### src/rtl/meas_seq_ctrl.sv
// Gated-measurement sequencer: snapshots cnt_in across a fixed gate, then shifts out {SYNC, result}
// on a self-generated bit clock. Define MEAS_PARITY_EN to append an even-parity bit after the result.
module meas_seq_ctrl #(
  parameter int unsigned WIDTH       = 31,
  parameter int unsigned GATE_CYCLES = 1000000,
  parameter int unsigned BIT_DIV     = 25,
  parameter logic [7:0]  SYNC        = 8'hA5
) (
  input  logic             clk,
  input  logic             reset,
  input  logic [WIDTH-1:0] cnt_in,
  input  logic             start,
  output logic             busy,
  output logic             done,
  output logic [WIDTH-1:0] result,
  output logic             result_valid,
  output logic             bit_clk,
  output logic             ser_out,
  output logic             frame_active
);

`ifdef MEAS_PARITY_EN
  localparam int unsigned FB = WIDTH + 9;
`else
  localparam int unsigned FB = WIDTH + 8;
`endif
  localparam int unsigned TW = $clog2(GATE_CYCLES);
  localparam int unsigned DW = $clog2(2 * BIT_DIV);
  localparam int unsigned BW = $clog2(FB);

  localparam logic [TW-1:0] GATE_INIT = TW'(GATE_CYCLES - 1);
  localparam logic [DW-1:0] DIV_LAST  = DW'(2 * BIT_DIV - 1);
  localparam logic [DW-1:0] DIV_HIGH  = DW'(BIT_DIV);
  localparam logic [BW-1:0] BIT_LAST  = BW'(FB - 1);

  typedef enum logic [1:0] {S_IDLE, S_GATE, S_CAPTURE, S_SHIFT} state_t;

  state_t           r_state;
  state_t           w_next;
  logic [WIDTH-1:0] r_start;
  logic [WIDTH-1:0] r_result;
  logic             r_valid;
  logic             r_done;
  logic [TW-1:0]    r_timer;
  logic [DW-1:0]    r_div;
  logic [BW-1:0]    r_bit;
  logic [FB-1:0]    r_sh;
  logic [WIDTH-1:0] w_diff;
  logic             w_bit_end;
  logic             w_frame_end;

  assign w_diff      = cnt_in - r_start;
  assign w_bit_end   = (r_div == DIV_LAST);
  assign w_frame_end = w_bit_end && (r_bit == BIT_LAST);

  always_ff @(posedge clk) begin
    if (reset) r_state <= S_IDLE;
    else       r_state <= w_next;
  end

  // Leaving GATE on the edge that takes the timer to 0 puts the CAPTURE edge at start edge + GATE_CYCLES.
  always_comb begin
    w_next = r_state;
    case (r_state)
      S_IDLE:    if (start) w_next = S_GATE;
      S_GATE:    if (r_timer == TW'(1)) w_next = S_CAPTURE;
      S_CAPTURE: w_next = S_SHIFT;
      S_SHIFT:   if (w_frame_end) w_next = S_IDLE;
      default:   w_next = S_IDLE;
    endcase
  end

  always_ff @(posedge clk) begin
    if (reset) begin
      r_start  <= '0;
      r_result <= '0;
      r_valid  <= 1'b0;
      r_done   <= 1'b0;
      r_timer  <= '0;
      r_div    <= '0;
      r_bit    <= '0;
      r_sh     <= '1;
    end else begin
      r_done <= 1'b0;
      case (r_state)
        S_IDLE: begin
          if (start) begin
            r_start <= cnt_in;
            r_timer <= GATE_INIT;
            r_valid <= 1'b0;
          end
        end
        S_GATE: r_timer <= r_timer - TW'(1);
        S_CAPTURE: begin
          r_result <= w_diff;
          r_valid  <= 1'b1;
`ifdef MEAS_PARITY_EN
          r_sh     <= {SYNC, w_diff, ^w_diff};
`else
          r_sh     <= {SYNC, w_diff};
`endif
          r_div    <= '0;
          r_bit    <= '0;
        end
        S_SHIFT: begin
          if (w_bit_end) begin
            r_div  <= '0;
            r_bit  <= r_bit + BW'(1);
            r_sh   <= {r_sh[FB-2:0], 1'b1};
            r_done <= w_frame_end;
          end else begin
            r_div <= r_div + DW'(1);
          end
        end
        default: ;
      endcase
    end
  end

  // Frame bit changes only when r_div wraps, i.e. at the start of a low phase.
  always_comb begin
    busy         = (r_state != S_IDLE);
    frame_active = (r_state == S_SHIFT);
    bit_clk      = (r_state == S_SHIFT) && (r_div >= DIV_HIGH);
    ser_out      = (r_state == S_SHIFT) ? r_sh[FB-1] : 1'b1;
    done         = r_done;
    result       = r_result;
    result_valid = r_valid;
  end

endmodule

### config.mk
export PLATFORM = sky130hd
export DESIGN_NAME = meas_seq_ctrl
export DESIGN_NICKNAME = d
export VERILOG_FILES = /design/src/rtl/meas_seq_ctrl.sv
export SDC_FILE = /design/constraint.sdc
export NUM_CORES = 1
export LEC_CHECK = 0
export CELL_PAD_IN_SITES_DETAIL_PLACEMENT = 0
export CELL_PAD_IN_SITES_GLOBAL_PLACEMENT = 1
export CORE_AREA = 2 2 101 200
export DETAILED_ROUTE_END_ITERATION = 12
export DIE_AREA = 0 0 103 202
export GPL_ROUTABILITY_DRIVEN = 0
export PLACE_DENSITY_LB_ADDON = 0.1
export SLEW_MARGIN = 20
export SYNTH_ARGS = -nofsm -noshare
export SYNTH_HDL_FRONTEND = slang
export SYNTH_SLANG_ARGS = --single-unit
### constraint.sdc
create_clock -name clk -period 2.4 [get_ports clk]
set_input_delay 0.36 -clock clk [delete_from_list [all_inputs] [get_ports clk]]
set_output_delay 0.36 -clock clk [all_outputs]
set_load 0.01 [all_outputs]
**Word level (Yosys, flattened, before mapping)**

Cells that the tools add are included.

- Add/subtract/negate cells: 4
- Order comparisons: 1
- Equal/unequal tests: 10
- Muxes and demuxes: 15
- Bitwise gates (word level): 2
- Reduce and logical (&&, ||, !) cells: 13

Operators with widths:

| cell | number |
|---|---|
| $pmux 39 s2 | 1 |
| $pmux 20 s2 | 1 |
| $mux 39 | 1 |
| $sub 31x31->31 | 1 |
| $pmux 6 s2 | 2 |
| $eq 20x1->1 const B | 1 |
| $mux 20 | 1 |
| $sub 20x1->20 const B | 1 |
| $add 6x1->6 const B | 2 |
| $eq 6x6->1 const B | 2 |
| $mux 6 | 2 |
| $pmux 2 s4 | 1 |
| $reduce_and 2->1 | 4 |
| $reduce_bool 2->1 | 4 |
| $ge 6x5->1 const B | 1 |
| $mux 2 | 3 |
| $eq 2x2->1 const B | 2 |
| $ne 2x1->1 const B | 2 |
| $ne 2x2->1 const B | 2 |
| $reduce_and 3->1 | 1 |
| $reduce_or 3->1 | 1 |
| $eq 2x1->1 const B | 1 |
| $logic_and 1x1->1 | 2 |
| $logic_not 2->1 | 1 |
| other kinds (3) | 5 |

- Bits in registers: 137
- Output and inout bits: 37

**Logic depth before layout (Yosys ltp)**

Gate-level depths: netlist of run 1.

- Depth in word-level cells: 4
- Gate-level depth with buffers: 12
- Depth with buffers taken out: 12

**Worst setup path after synthesis of run 1**

No wires, ideal clock.

- Kind: input port to flip-flop
- From: input cnt_in[0]
- To: register r_result[30], in the netlist result[30]
- Library setup time: 64 ps
- Arrival time: 2,472 ps
- Required time: 2,336 ps
- Slack: -136 ps
- Stages: 12
- Path buffers: 0
- Cells stage by stage: inv_1 ha_1 fa_1 nor2b_1 o31a_1 o31ai_2 o211ai_1 o21bai_2 o21ai_2 a21oi_2 or3b_1 nand4_1

- Cells in the longest elaborated chain, start to end: 1

Ends and longest elaborated chain:

| element | line | text |
|---|---|---|
| start, declared | 11 | `input logic [WIDTH-1:0] cnt_in,` |
| $sub 31x31->31 | 52 | `assign w_diff = cnt_in - r_start;` |
| end signal, assigned | 95 | `r_result <= w_diff;` |
| end, declared | 41 | `logic [WIDTH-1:0] r_result;` |

No other way between the ends.
A chain may end at the register's enable or synchronous reset.

**Final worst setup path of run 1**

- From: register r_start[0]
- To: register r_result[28], in the netlist result[28]

- Cells in the longest elaborated chain, start to end: 1

Ends and longest elaborated chain:

| element | line | text |
|---|---|---|
| start, declared | 40 | `logic [WIDTH-1:0] r_start;` |
| start signal, assigned | 88 | `r_start <= cnt_in;` |
| $sub 31x31->31 | 52 |  |

No other way between the ends.

==> flow_metrics.env, run 1 <==
export IMPL_antenna_cells=0
export IMPL_final_cell_area_mm2=0.0101
export IMPL_grt_max_degree=47
export IMPL_status="finished with violations"
export IMPL_final_max_slew_violation_count=0
export IMPL_hold_violations=0
export IMPL_skew_ns=0.00787
export IMPL_setup_viol=16
export IMPL_rows=72
export IMPL_finalNetCount=1173
export IMPL_hold_buffers=0
export IMPL_antenna_found_initial=0
export IMPL_use_met2=0.413
export IMPL_grt_pass1_vias=7040
export IMPL_numCtsBuffers=17
export IMPL_regArea_mm2=0.00275
export IMPL_maxCapViolCount=0
export IMPL_hold_ws_ns=0.258
export IMPL_area_growth_syn_to_layout_pct=37.0
export IMPL_synth_edff_count=0
export IMPL_top_usage_layer="met2"
export IMPL_rsz0062_at_grt="yes"
export IMPL_placed_cell_area_mm2=0.00905
export IMPL_clk_pin_slew_ns=0.06
export IMPL_wl_um=21500
export IMPL_synthesis_nets=1013
export IMPL_hpwl_um=15800
export IMPL_synth_top_area_share=0.372
export IMPL_syn_cell_area_mm2=0.00737
export IMPL_ys_seq_elements=137
export IMPL_synth_cell_type_count=62
export IMPL_multi_input_area_mm2=0.00460
export IMPL_yosys_warnings=0
export IMPL_die_y_um=202
export IMPL_final_core_util=0.524
export IMPL_fin_crit_ns=2.58
export IMPL_dr_first_iter_drc_count=243
export IMPL_timing_fmax_mhz=387
export IMPL_worstPathRequired_ns=2.76
export IMPL_io_pins=71
export IMPL_yosysTopAreaCell="dfxtp_1"
export IMPL_drc=0
export IMPL_die_area_mm2=0.0208
export IMPL_hp_class="input port to register"
export IMPL_overflow=0
export IMPL_p_leak_nw=3.92
export IMPL_n_fill_cell=1970
export IMPL_viasPerCell=5.12
export IMPL_drive_gt1_frac=0.204
export IMPL_timing_slew_headroom=0.668
export IMPL_grt_util_met1=0.231
export IMPL_use_met3=0.0353
export IMPL_post_drt_wl_per_cell_um=15.7
export IMPL_critPathLaunchType="register"
export IMPL_ant_nets=0
export IMPL_final_common_cell="nand2_1"
export IMPL_setup_ws_ns=-0.182
export IMPL_cts_tree="done"
export IMPL_clock_latency_ns=0.43
export IMPL_syn_inst=937
export IMPL_powerDensity_mw_per_mm2=1070
export IMPL_arrival_ns=2.95
export IMPL_h_tree_depth=4
export IMPL_cts_sinks=137
export IMPL_crit_fanout=3
export IMPL_clockRootBuffer="clkbuf_16"
export IMPL_worst_slew_pin_slew_ns=0.497
export IMPL_critPathKind="register to register"
export IMPL_synth_area_leaders="dfxtp_1, nand2_1, ha_1"
export IMPL_end_kind="register"
export IMPL_total_power_mw=10.8
export IMPL_dr_pass1_iters=4
export IMPL_vdd_drop_max_uv=438
export IMPL_synth_flop_cell="dfxtp_1"
export IMPL_violations="setup timing"
export IMPL_route_vias_total=7012
export IMPL_core_area_mm2=0.0193
export IMPL_dp_cells=1326
export IMPL_start_util=0.382
export IMPL_avgSynthCellArea_um2=7.87
export IMPL_layout_worst_path_cycle_share=1.08
export IMPL_portBuffers=70
export IMPL_final_cell_mix="nand2_1, dfxtp_1, buf_4"
export IMPL_die_w_um=103
export IMPL_grt_pass1_wl_um=35100
export IMPL_stdcell_count=1369
export IMPL_async_reset_ff_frac=0
export IMPL_yosysSeqAreaShare=0.372
export IMPL_clock_path_buffers=2
export IMPL_grt_use_total=0.217
## per-stage QoR
stage                     TNS, ns  worst slack [ns]
after floorplan           -0.0399           -0.0399
after global placement     -31.14            -0.958
after detailed placement   -31.55            -0.953
after CTS                   -1.40            -0.159
after global routing        -4.82            -0.349
final                       -1.54            -0.182
## routing by layer
layer	up-vias	routed length, um	share of wire
met4	0	544	0.025
met1	3328	8290	0.39
li1	3570	-	-
met5	-	0	0
met3	32	416	0.019
met2	82	12300	0.57
## worst max-delay path: stages, from the launching register on
cell,delay [ns]
dfxtp_2,0.33
ha_4,0.16
fa_2,0.36
nor2b_4,0.13
o31a_1,0.18
buf_4,0.14
o31ai_4,0.05
o211ai_1,0.16
buf_4,0.17
o21bai_4,0.07
buf_6,0.13
o41ai_4,0.21
xor2_1,0.22
mux2i_1,0.10
nor2_1,0.11
## Yosys cell counts, types with 3 or more instances
cell and number:
o21a_1 9, a211oi_1 16, and3_1 12, clkbuf_1 41, a221oi_1 5, o21ai_1 11, a21o_1 10, nand4_1 13
xnor2_1 25, mux2i_1 10, dfxtp_1 137, o22ai_1 4, inv_1 48, a21oi_2 3, nand2_1 160, buf_2 5
nor2b_1 4, a211o_1 6, nor3_1 15, or3_1 7, a21oi_1 82, nor4_1 5, nor2_1 78, o21ai_0 45
a311oi_1 8, buf_1 4, or2_1 3, nor4_4 3, o31ai_1 3, xor2_1 17, a31oi_1 11, o211ai_1 11
a32oi_1 3, and2_1 12, clkinv_1 3, nand2b_1 11, nand3_1 22, ha_1 41, o21bai_1 6
## state kept, by name, indices dropped and copies added (netlist names)
signal and count:
r_sh 39, r_start 31, r_state 2, result_valid 1, r_timer 20, done 1
r_bit 6, r_div 6, result 31
## cell families (layout without fill, tap and decap cells)
group | after synthesis | count (layout) | synth area share
buffers and inverters | 104 | 277 | 0.0575
multiplexers | 10 | 10 | 0.0136
AO/OA/AOI/OAI | 249 | 249 | 0.213
adder cells (fa/ha/maj) | 42 | 42 | 0.0723
AND/OR/NAND/NOR | 353 | 353 | 0.222
flip-flops | 137 | 137 | 0.372
XOR/XNOR | 42 | 42 | 0.0499
## report_power, final
group          total [mW]  switching [mW]  internal [mW]  leakage [nW]
Clock                2.56            1.12           1.44         0.263
Combinational        5.02            2.67           2.35          2.54
Sequential           3.26           0.419           2.85          1.12
## worst paths after layout
path,start,endpoint,slack [ns],cells after the start
hold reg to reg,r_start[12]$_SDFFE_PP0P_,r_start[12]$_SDFFE_PP0P_,0.45,2
setup reg to reg,r_start[0]$_SDFFE_PP0P_,result[28]$_SDFFE_PP0P_,-0.18,14
hold / removal,cnt_in[12],r_start[12]$_SDFFE_PP0P_,0.26,3
setup / recovery,r_start[0]$_SDFFE_PP0P_,result[28]$_SDFFE_PP0P_,-0.18,14
## area by class of cell
| type | count | area share |
|---|---|---|
| Multi-Input combinational cell | 696 | 0.456 |
| Sequential cell | 137 | 0.272 |
| Timing Repair Buffer | 194 | 0.164 |
| Clock buffer | 17 | 0.0421 |
| Tap cell | 259 | 0.0321 |
| Inverter | 51 | 0.0197 |
| Clock inverter | 15 | 0.0138 |
## repair_timing
item | CTS | global route
setup endpoints to repair | 43 | 43
buffers inserted | 8 | 4
pin swaps | 34 | 23
gates resized for setup | 50 | 30
Note: power is estimated with default switching activity, not from simulation.
==> run 2, diff against run 1 <==
--- a/config.mk
+++ b/config.mk
@@ -5,6 +5,7 @@
 export SDC_FILE = /design/constraint.sdc
 export NUM_CORES = 1
 export LEC_CHECK = 0
+export CAP_MARGIN = 10
 export CELL_PAD_IN_SITES_DETAIL_PLACEMENT = 0
 export CELL_PAD_IN_SITES_GLOBAL_PLACEMENT = 1
 export CORE_AREA = 2 2 101 200
==> results of run 2 <==
No change in the layout: final DEF, timing and power equal those of run 1.
